==> src/rtl/period_meter_pkg.sv <==
// Shared definitions for the period/duty-cycle meter bank.
// Holds the per-channel FSM encoding, the default counter width and the
// saturation constant for that default width.
package period_meter_pkg;

    // Per-channel measurement state.
    typedef enum logic [1:0] {
        StIdle  = 2'd0,
        StArmed = 2'd1,
        StRun   = 2'd2,
        StStall = 2'd3
    } ch_state_e;

    // Default width of the period and high-time counters.
    localparam int unsigned CNT_W_DEF = 16;

    // Saturation value for the default counter width.
    localparam logic [CNT_W_DEF-1:0] CNT_MAX = {CNT_W_DEF{1'b1}};

endpackage

==> src/rtl/period_meter_ch.sv <==
// One period/duty-cycle measurement channel.
// Synchronises sig_i, detects rising edges, counts reference cycles per period
// and per high phase, and latches both on every rise once armed.
// Ports:
//   clk_i     reference clock
//   rst_i     synchronous active-high reset
//   sig_i     asynchronous square wave to measure
//   period_o  latched period in clk_i cycles (saturates at all-ones)
//   high_o    latched high time in clk_i cycles (saturates at all-ones)
//   valid_o   at least one complete measurement is held
//   ovf_o     period counter ran out since the last rise
module period_meter_ch
    import period_meter_pkg::*;
#(
    parameter int unsigned CNT_W = CNT_W_DEF
) (
    input  logic             clk_i,
    input  logic             rst_i,
    input  logic             sig_i,
    output logic [CNT_W-1:0] period_o,
    output logic [CNT_W-1:0] high_o,
    output logic             valid_o,
    output logic             ovf_o
);

    localparam logic [CNT_W-1:0] CntMax = '1;
    // pcnt one below saturation: the elapsed period (pcnt + 1) has hit CntMax.
    localparam logic [CNT_W-1:0] CntStallAt = {CntMax[CNT_W-1:1], 1'b0};

    logic             s1_q, s1_d;
    logic             s2_q, s2_d;
    logic             s3_q, s3_d;
    ch_state_e        state_q, state_d;
    logic [CNT_W-1:0] pcnt_q, pcnt_d;
    logic [CNT_W-1:0] hcnt_q, hcnt_d;
    logic [CNT_W-1:0] period_q, period_d;
    logic [CNT_W-1:0] high_q, high_d;
    logic             valid_q, valid_d;
    logic             ovf_q, ovf_d;

    logic             rise;
    logic [CNT_W-1:0] pcnt_inc;
    logic [CNT_W-1:0] hcnt_inc;

    assign rise     = s2_q & ~s3_q;
    assign pcnt_inc = (pcnt_q == CntMax) ? CntMax : pcnt_q + 1'b1;
    assign hcnt_inc = (hcnt_q == CntMax) ? CntMax : hcnt_q + 1'b1;

    always_comb begin
        s1_d     = sig_i;
        s2_d     = s1_q;
        s3_d     = s2_q;
        state_d  = state_q;
        period_d = period_q;
        high_d   = high_q;
        valid_d  = valid_q;
        ovf_d    = ovf_q;

        // Counters run in every state so the first period after arming is
        // already being timed when the arming rise arrives.
        pcnt_d = rise ? '0 : pcnt_inc;
        if (rise) begin
            hcnt_d = {{(CNT_W-1){1'b0}}, 1'b1};
        end else if (s2_q) begin
            hcnt_d = hcnt_inc;
        end else begin
            hcnt_d = hcnt_q;
        end

        unique case (state_q)
            StIdle: begin
                state_d = StArmed;
            end
            StArmed: begin
                // The arming rise only starts the first period.
                if (rise) begin
                    state_d = StRun;
                end
            end
            StRun: begin
                if (rise) begin
                    period_d = pcnt_inc;
                    high_d   = hcnt_q;
                    valid_d  = 1'b1;
                    ovf_d    = 1'b0;
                end else if (pcnt_d == CntStallAt) begin
                    state_d = StStall;
                    valid_d = 1'b0;
                    ovf_d   = 1'b1;
                end
            end
            StStall: begin
                if (rise) begin
                    state_d  = StRun;
                    period_d = pcnt_inc;
                    high_d   = hcnt_q;
                    valid_d  = 1'b1;
                    ovf_d    = 1'b0;
                end
            end
            default: begin
                state_d = StIdle;
            end
        endcase
    end

    always_ff @(posedge clk_i) begin
        if (rst_i) begin
            s1_q     <= 1'b0;
            s2_q     <= 1'b0;
            s3_q     <= 1'b0;
            state_q  <= StIdle;
            pcnt_q   <= '0;
            hcnt_q   <= '0;
            period_q <= '0;
            high_q   <= '0;
            valid_q  <= 1'b0;
            ovf_q    <= 1'b0;
        end else begin
            s1_q     <= s1_d;
            s2_q     <= s2_d;
            s3_q     <= s3_d;
            state_q  <= state_d;
            pcnt_q   <= pcnt_d;
            hcnt_q   <= hcnt_d;
            period_q <= period_d;
            high_q   <= high_d;
            valid_q  <= valid_d;
            ovf_q    <= ovf_d;
        end
    end

    assign period_o = period_q;
    assign high_o   = high_q;
    assign valid_o  = valid_q;
    assign ovf_o    = ovf_q;

endmodule

==> src/rtl/multi_period_meter.sv <==
// Bank of NB_CH independent period/duty-cycle meters with a registered read port.
// Ports:
//   ClkIn     reference clock
//   Reset     synchronous active-high reset
//   SigIn     signals to measure, asynchronous to ClkIn
//   RdReq     read request, sampled every cycle
//   RdChan    channel to read, sampled with RdReq
//   RdAck     read data valid, one cycle after RdReq
//   RdPeriod  latched period of the selected channel
//   RdHigh    latched high time of the selected channel
//   RdValid   selected channel holds a complete measurement
//   RdOvf     selected channel's period counter saturated
// Read data holds its last value while RdAck is low.
module multi_period_meter
    import period_meter_pkg::*;
#(
    parameter int unsigned NB_CH = 24,
    parameter int unsigned CNT_W = CNT_W_DEF,
    parameter int unsigned CH_W  = (NB_CH > 1) ? $clog2(NB_CH) : 1
) (
    input  logic             ClkIn,
    input  logic             Reset,
    input  logic [NB_CH-1:0] SigIn,
    input  logic             RdReq,
    input  logic [CH_W-1:0]  RdChan,
    output logic             RdAck,
    output logic [CNT_W-1:0] RdPeriod,
    output logic [CNT_W-1:0] RdHigh,
    output logic             RdValid,
    output logic             RdOvf
);

    logic [CNT_W-1:0] ch_period [NB_CH];
    logic [CNT_W-1:0] ch_high   [NB_CH];
    logic [NB_CH-1:0] ch_valid;
    logic [NB_CH-1:0] ch_ovf;

    for (genvar g = 0; g < NB_CH; g++) begin : gen_ch
        period_meter_ch #(
            .CNT_W (CNT_W)
        ) u_ch (
            .clk_i    (ClkIn),
            .rst_i    (Reset),
            .sig_i    (SigIn[g]),
            .period_o (ch_period[g]),
            .high_o   (ch_high[g]),
            .valid_o  (ch_valid[g]),
            .ovf_o    (ch_ovf[g])
        );
    end

    logic [CNT_W-1:0] sel_period;
    logic [CNT_W-1:0] sel_high;
    logic             sel_valid;
    logic             sel_ovf;

    logic             rd_ack_q, rd_ack_d;
    logic [CNT_W-1:0] rd_period_q, rd_period_d;
    logic [CNT_W-1:0] rd_high_q, rd_high_d;
    logic             rd_valid_q, rd_valid_d;
    logic             rd_ovf_q, rd_ovf_d;

    // Out-of-range channel numbers match nothing and read back as zeros.
    always_comb begin
        sel_period = '0;
        sel_high   = '0;
        sel_valid  = 1'b0;
        sel_ovf    = 1'b0;
        for (int i = 0; i < NB_CH; i++) begin
            if (RdChan == CH_W'(i)) begin
                sel_period = ch_period[i];
                sel_high   = ch_high[i];
                sel_valid  = ch_valid[i];
                sel_ovf    = ch_ovf[i];
            end
        end
    end

    always_comb begin
        rd_ack_d    = RdReq;
        rd_period_d = rd_period_q;
        rd_high_d   = rd_high_q;
        rd_valid_d  = rd_valid_q;
        rd_ovf_d    = rd_ovf_q;
        if (RdReq) begin
            rd_period_d = sel_period;
            rd_high_d   = sel_high;
            rd_valid_d  = sel_valid;
            rd_ovf_d    = sel_ovf;
        end
    end

    always_ff @(posedge ClkIn) begin
        if (Reset) begin
            rd_ack_q    <= 1'b0;
            rd_period_q <= '0;
            rd_high_q   <= '0;
            rd_valid_q  <= 1'b0;
            rd_ovf_q    <= 1'b0;
        end else begin
            rd_ack_q    <= rd_ack_d;
            rd_period_q <= rd_period_d;
            rd_high_q   <= rd_high_d;
            rd_valid_q  <= rd_valid_d;
            rd_ovf_q    <= rd_ovf_d;
        end
    end

    assign RdAck    = rd_ack_q;
    assign RdPeriod = rd_period_q;
    assign RdHigh   = rd_high_q;
    assign RdValid  = rd_valid_q;
    assign RdOvf    = rd_ovf_q;

endmodule

==> config.mk <==
export PLATFORM = sky130hd
export DESIGN_NAME = multi_period_meter
export DESIGN_NICKNAME = d
export VERILOG_FILES = /design/src/rtl/period_meter_pkg.sv /design/src/rtl/period_meter_ch.sv /design/src/rtl/multi_period_meter.sv
export SDC_FILE = /design/constraint.sdc
export NUM_CORES = 2
export LEC_CHECK = 0
export ABC_AREA = 1
export CAP_MARGIN = 25
export CORE_MARGIN = 5
export CORE_UTILIZATION = 52
export CTS_CLUSTER_DIAMETER = 150
export DETAILED_ROUTE_END_ITERATION = 16
export GPL_TIMING_DRIVEN = 0
export PLACE_DENSITY_LB_ADDON = 0.05
export SYNTH_ARGS = -nofsm -noshare
export SYNTH_HDL_FRONTEND = slang
export SYNTH_SLANG_ARGS = --single-unit
==> constraint.sdc <==
create_clock -name ClkIn -period 2.3 [get_ports ClkIn]
set_input_delay 0.46 -clock ClkIn [delete_from_list [all_inputs] [get_ports ClkIn]]
set_output_delay 0.46 -clock ClkIn [all_outputs]
set_load 0.02 [all_outputs]
# Word level (Yosys, flattened, before mapping)
# Cells that the tools add are included.
[classes]
magnitude_cmp = 0
bitwise_logic = 48
n_reduce_logical = 217
add_sub_neg = 48
eq_ne = 287
n_shift = 0
div_mod_pow = 0
muxes = 504
multipliers = 0
[ops]
columns = ["cell", "count"]
rows = [
  ["$mux 16", 120],
  ["$eq 16x16->1 const B", 72],
  ["$add 16x1->16 const B", 48],
  ["$mux 1", 240],
  ["$mux 2", 72],
  ["$ne 2x1->1 const B", 72],
  ["$pmux 2 s3", 24],
  ["$reduce_and 3->1", 48],
  ["$reduce_or 2->1", 72],
  ["$eq 2x2->1 const B", 48],
  ["$pmux 1 s2", 48],
  ["$reduce_bool 2->1", 48],
  ["$ne 3x1->1 const B", 24],
  ["$eq 2x1->1 const B", 24],
  ["$logic_not 2->1", 24],
  ["$ne 2x2->1 const B", 24],
  ["$reduce_and 2->1", 24],
  ["$eq 5x4->1 const B", 8],
  ["$eq 5x5->1 const B", 8],
  ["$and 1x1->1", 24],
  ["$not 1->1", 24],
  ["$eq 5x3->1 const B", 4],
  ["$eq 5x2->1 const B", 2],
  ["$eq 5x1->1 const B", 1],
  ["$logic_not 5->1", 1],
]
[word_totals]
out_inout_bits = 35
word_cells = 1373
mem_bits_rw = 0
register_bits = 1739
latch_bits = 0
mem_bits_ro = 0
mem_count = 0

# Longest topological paths before layout
[logic_depth]
ltp_word = 25
depth_mapped = 21

# By module
# From an unflattened synthesis, not the netlist that was laid out.
[unflattened]
hier_cells = 12139
area_unflattened_um2 = 85475.7
[modules_own_cells]
columns = ["module", "seq_area_each_um2", "cells_per_inst", "area_per_inst_um2", "n_inst"]
rows = [
  ["period_meter_ch at gen_ch[0].u_ch ...", 1421.4, 434, 3249.4, 20],
  ["multi_period_meter", 700.7, 1733, 7905.1, 1],
  ["period_meter_ch at gen_ch[7].u_ch ...", 1421.4, 435, 3149.3, 2],
  ["period_meter_ch at gen_ch[6].u_ch", 1421.4, 430, 3163.0, 1],
  ["period_meter_ch at gen_ch[9].u_ch", 1421.4, 426, 3121.7, 1],
]

# Least setup slack after synthesis
# OpenSTA, ideal clock, no wires.
[synth_timing]
path_type = "register to register"
start = "reg gen_ch[14].u_ch.pcnt_q[0]"
end = "reg gen_ch[14].u_ch.valid_q"
setup_ns = 0.126
arrival_time_ns = 2.323
stages_incl_launch_ff = 15
path_slack_ns = -0.149
t_required_ns = 2.174
synth_period_minus_slack_ns = 2.449
path_cell_list = "dfxtp_1 ha_1 nand3_2 nor3_2 nand2_2 nor2_4 nand3_2 inv_2 buf_6 nor2_2 or4_4 nor4_2 nand2_1 nand3_1 nand2_1"
[synth_between]
elab_chain_cells = 6
word_cells_on_any_way = 7
classes_between = "add/sub: 1; eq/ne: 3; mux: 2; reduce/logical: 1"
[synth_lines]
columns = ["element", "line_no", "text"]
rows = [
  ["start, declared", "period_meter_ch.sv:34", "logic [CNT_W-1:0] pcnt_q, pcnt_d;"],
  ["start signal, assigned", "period_meter_ch.sv:124", "pcnt_q <= pcnt_d;"],
  ["$add 16x1->16 / $eq 16x16->1 (equally long branches)", "period_meter_ch.sv:46", "assign pcnt_inc = (pcnt_q == CntMax) ? CntMax : pcnt_q + 1'b1;"],
  ["$mux 16 *", "period_meter_ch.sv:46", ""],
  ["$mux 16 *", "period_meter_ch.sv:61", "pcnt_d = rise ? '0 : pcnt_inc;"],
  ["$eq 16x16->1 *", "period_meter_ch.sv:86", "end else if (pcnt_d == CntStallAt) begin"],
  ["$ne 3x1->1 (no source line) *", "-", ""],
  ["$reduce_and 3->1 (no source line) *", "-", ""],
  ["end signal, assigned", "period_meter_ch.sv:128", "valid_q <= valid_d;"],
  ["end, declared", "period_meter_ch.sv:38", "logic valid_q, valid_d;"],
]
# Every way passes the cells marked *; elsewhere a longest branch is shown, timed or not.
# A chain may end at the register's enable or synchronous reset.

# Worst setup path after layout
[layout_timing]
start = "reg gen_ch[0].u_ch.period_q[0]"
end = "reg rd_period_q[0] (netlist: RdPeriod[0])"
[layout_between]
elab_chain_cells = 24
[layout_lines]
columns = ["element", "line_no", "text"]
rows = [
  ["start, declared", "period_meter_ch.sv:36", "logic [CNT_W-1:0] period_q, period_d;"],
  ["start signal, assigned", "period_meter_ch.sv:126", "period_q <= period_d;"],
  ["$mux 16 (24 in a row)", "multi_period_meter.sv:70", "if (RdChan == CH_W'(i)) begin"],
  ["end signal, assigned", "multi_period_meter.sv:102", "rd_period_q <= rd_period_d;"],
  ["end, declared", "multi_period_meter.sv:58", "logic [CNT_W-1:0] rd_period_q, rd_period_d;"],
]
# No other way between the ends.

==> impl_metrics.py <==
metrics = {
    "setup_path": {
        "required_ns": 2.98,
        "path_class": "reg -> reg",
        "arrival_ns": 4.25,
        "r2r-start": "gen_ch[0].u_ch.period_o[0]$_SDFFE_PP0P_",
        "crit_path_top_delay_cell": "dfxtp_2",
        "worstSetupStartpoint": "gen_ch[0].u_ch.period_o[0]$_SDFFE_PP0P_",
        "startpoint_type": "flop",
        "crit_fanout": 2,
        "max_stage_delay_ns": 0.33,
        "path_cells": "nand2_2, nand3_4, nor2_4, nand4_1, nor2_4, nand4_1, nor2_4, nand4_1, nor2_4, nand4_1, nor2_2, nand4_1, nand2_2, a21oi_2",
        "cp_num_buf_inv": 0,
        "crit_family": "simple AND/OR/NAND/NOR gates",
        "cp-end-kind": "flop",
        "crit_top_cell": "nand4_1",
    },
    "floorplan": {
        "start_util": 0.521,
        "die_area_um2": 155000,
        "io_pins": 67,
        "die_w_um": 394,
        "fp.dieH_um": 394,
        "rows": 141,
        "core_um2": 147000,
    },
    "synthesis": {
        "synthesis.nets": 10800,
        "yosysSeqAreaShare": 0.454,
        "synth_area_leaders": "dfxtp_1 (45%), nand2_1 (8.8%), inv_1 (8.0%)",
        "ys_ff_latch": 1739,
        "synthFlopType": "dfxtp_1",
        "synthesis.area_um2": 76700,
        "synth_top_area_frac": 0.454,
        "synthDistinctLibCells": 60,
        "syn_inst": 10700,
        "synth_edf_count": 0,
        "yosysWarnings": 0,
        "yosysTopAreaCell": "dfxtp_1",
        "avgSynthCellArea_um2": 7.17,
        "async_flop_share": 0,
    },
    "grt": {
        "antenna_found_initial": 15,
        "grt-ovfl-total": 0,
        "grt_pass1_vias": 70000,
        "grt_pass1_wl_mm": 423,
        "grt_max_degree": 17,
        "grt.total_usage": 0.353,
    },
    "layout": {
        "final_cell_mix": "dfxtp_1 (1609), nand2_1 (1599), inv_1 (1521), nor2_1 (1190), o21ai_0 (740)",
        "drive_gt1_frac": 0.197,
        "nets": 11500,
        "area_growth_pct": 26.8,
        "fin_util": 0.661,
        "final_area_um2": 97200,
        "num-fill-cells": 12800,
        "final_common_cell": "dfxtp_1",
    },
    "clock_network": {
        "insertion_delay_ns": 0.82,
        "clkTransAtPathRegs_ns": 0.06,
        "clock-sinks": 1739,
        "cts-root-buf": "clkbuf_16",
        "h-tree-depth": 4,
        "cts_tree": "built",
        "clk_path_buf_depth": 3,
        "cts_buffers": 185,
        "ctsHoldBuffers": 0,
    },
    "detailed_routing": {
        "final_antenna_net_count": 0,
        "drt-vias-per-instance": 5.60,
        "drc": 0,
        "drt-pass1-iter-count": 8,
        "via_count": 75800,
        "first_iter_violations": 7819,
        "wl_per_cell_um": 21.6,
        "wl_mm": 293,
    },
    "run_status": {
        "violations": "setup timing",
        "outcome": "finished with violations",
    },
    "power": {
        "power_leakage_nw": 40.1,
        "pwr_density_cell_nw_per_um2": 676,
        "total_power_w": 0.0657,
        "peakVddDrop_mv": 0.709,
    },
    "timing": {
        "drv_slew": 0,
        "fmax_mhz": 281,
        "worst_pin_slew_ns": 1.10,
        "worst_slack_ns": -1.26,
        "setup_viol": 115,
        "timing.clock.skew_ns": 0.0253,
        "hold_viol_final": 0,
        "slew_headroom": 0.261,
        "grt_setup_unrepaired": "yes",
        "period_minus_slack_ns": 3.56,
        "post-route-period-util": 1.55,
    },
    "worst_hold_path": {
        "hp-start": "RdReq",
        "hp-class": "in -> reg",
    },
    "run": {
        "max_cap_violations": 0,
    },
    "place": {
        "dp_slack_ns": -3.93,
        "dpl-instance-area_um2": 80300,
        "gp_congestion": 1.05,
        "dp_hpwl_mm": 215,
        "port_buffers": 65,
    },
}
## routing by layer
layer / track usage / routed length, um / vias up
met5: 0 / 69 / -
met4: 0.165 / 16100 / 6
met3: 0.0740 / 24900 / 685
met2: 0.547 / 129000 / 3045
met1: 0.472 / 123000 / 36000
li1: - / - / 36000
## cells by family after synthesis
family,share of synthesized area
simple gates,0.263
buf+inv,0.102
compound gates,0.126
flops,0.454
xor+xnor,0.0472
fa+ha+maj,0.00783
## path summary, 6_finish.rpt
kind / slack (ns) / end / depth (start not counted)
max: -1.26 / RdPeriod[0]$_SDFFE_PP0P_ / 14
min: 0.14 / RdHigh[7]$_SDFFE_PP0P_ / 5
max reg2reg: -1.26 / RdPeriod[0]$_SDFFE_PP0P_ / 14
min reg2reg: 0.39 / gen_ch[20].u_ch.s2_q$_SDFF_PP0_ / 2
## registers in the layout, summed over array words and instances (netlist names)
register / cells
gen_ch.u_ch.pcnt_q: 384
RdPeriod: 16
gen_ch.u_ch.high_o: 384
gen_ch.u_ch.state_q: 48
RdHigh: 16
gen_ch.u_ch.s2_q: 24
gen_ch.u_ch.s1_q: 24
RdOvf: 1
gen_ch.u_ch.period_o: 384
RdValid: 1
gen_ch.u_ch.hcnt_q: 384
gen_ch.u_ch.s3_q: 24
gen_ch.u_ch.ovf_o: 24
gen_ch.u_ch.valid_o: 24
RdAck: 1
## layout make-up
class / count / area (um^2) / share of cell area
Antenna cell: 4 / 10.0 / 0.000103
Buffer: 402 / 2030 / 0.0208
Clock buffer: 270 / 5460 / 0.0561
Clock inverter: 77 / 980 / 0.0101
Inverter: 1654 / 6290 / 0.0647
Multi-Input combinational cell: 6905 / 40100 / 0.412
Sequential cell: 1739 / 35100 / 0.361
Tap cell: 1930 / 2410 / 0.0248
Timing Repair Buffer: 560 / 4890 / 0.0503
## stage by stage
step / setup TNS, ns / hold WS (ns) / cells
after floorplan: -0.142 / 0.388 / 10700
after detailed placement: -3234.12 / 0.396 / 12700
final: -32.32 / 0.138 / 13500
after global routing: -38.27 / 0.164 / 13500
after global placement: -5592.83 / 0.394 / 12700
after CTS: -30.89 / 0.114 / 13400
## worst register-to-register path: cells and delay by family, from the launching register on
family,cells,cell delay [ns]
and+or+nand+nor,13,3.04
DFF,1,0.33
AOI/OAI and AO/OA,1,0.07
## what timing repair did
item / CTS / global route
gates resized for setup: 1296 / 726
pin swaps: 655 / 599
buffers inserted: 282 / 201
setup endpoints to repair: 1740 / 731
cloned: 0 / 2
## Yosys cell counts, types with 81 or more instances
cell type     n
a21oi_1     538
clkbuf_1    343
dfxtp_1    1739
inv_1      1625
nand2_1    1802
nand3_1     734
nand4_1     252
nor2_1     1462
nor3_1      215
o21ai_0     794
o22ai_1     168
xnor2_1      81
xor2_1      332
## power by group
group	internal [W]	switching, W
sequential	0.0304	0.000318
combinational	0.000898	0.00230
clock	0.0188	0.0129
(Power assumes the default switching activity.)
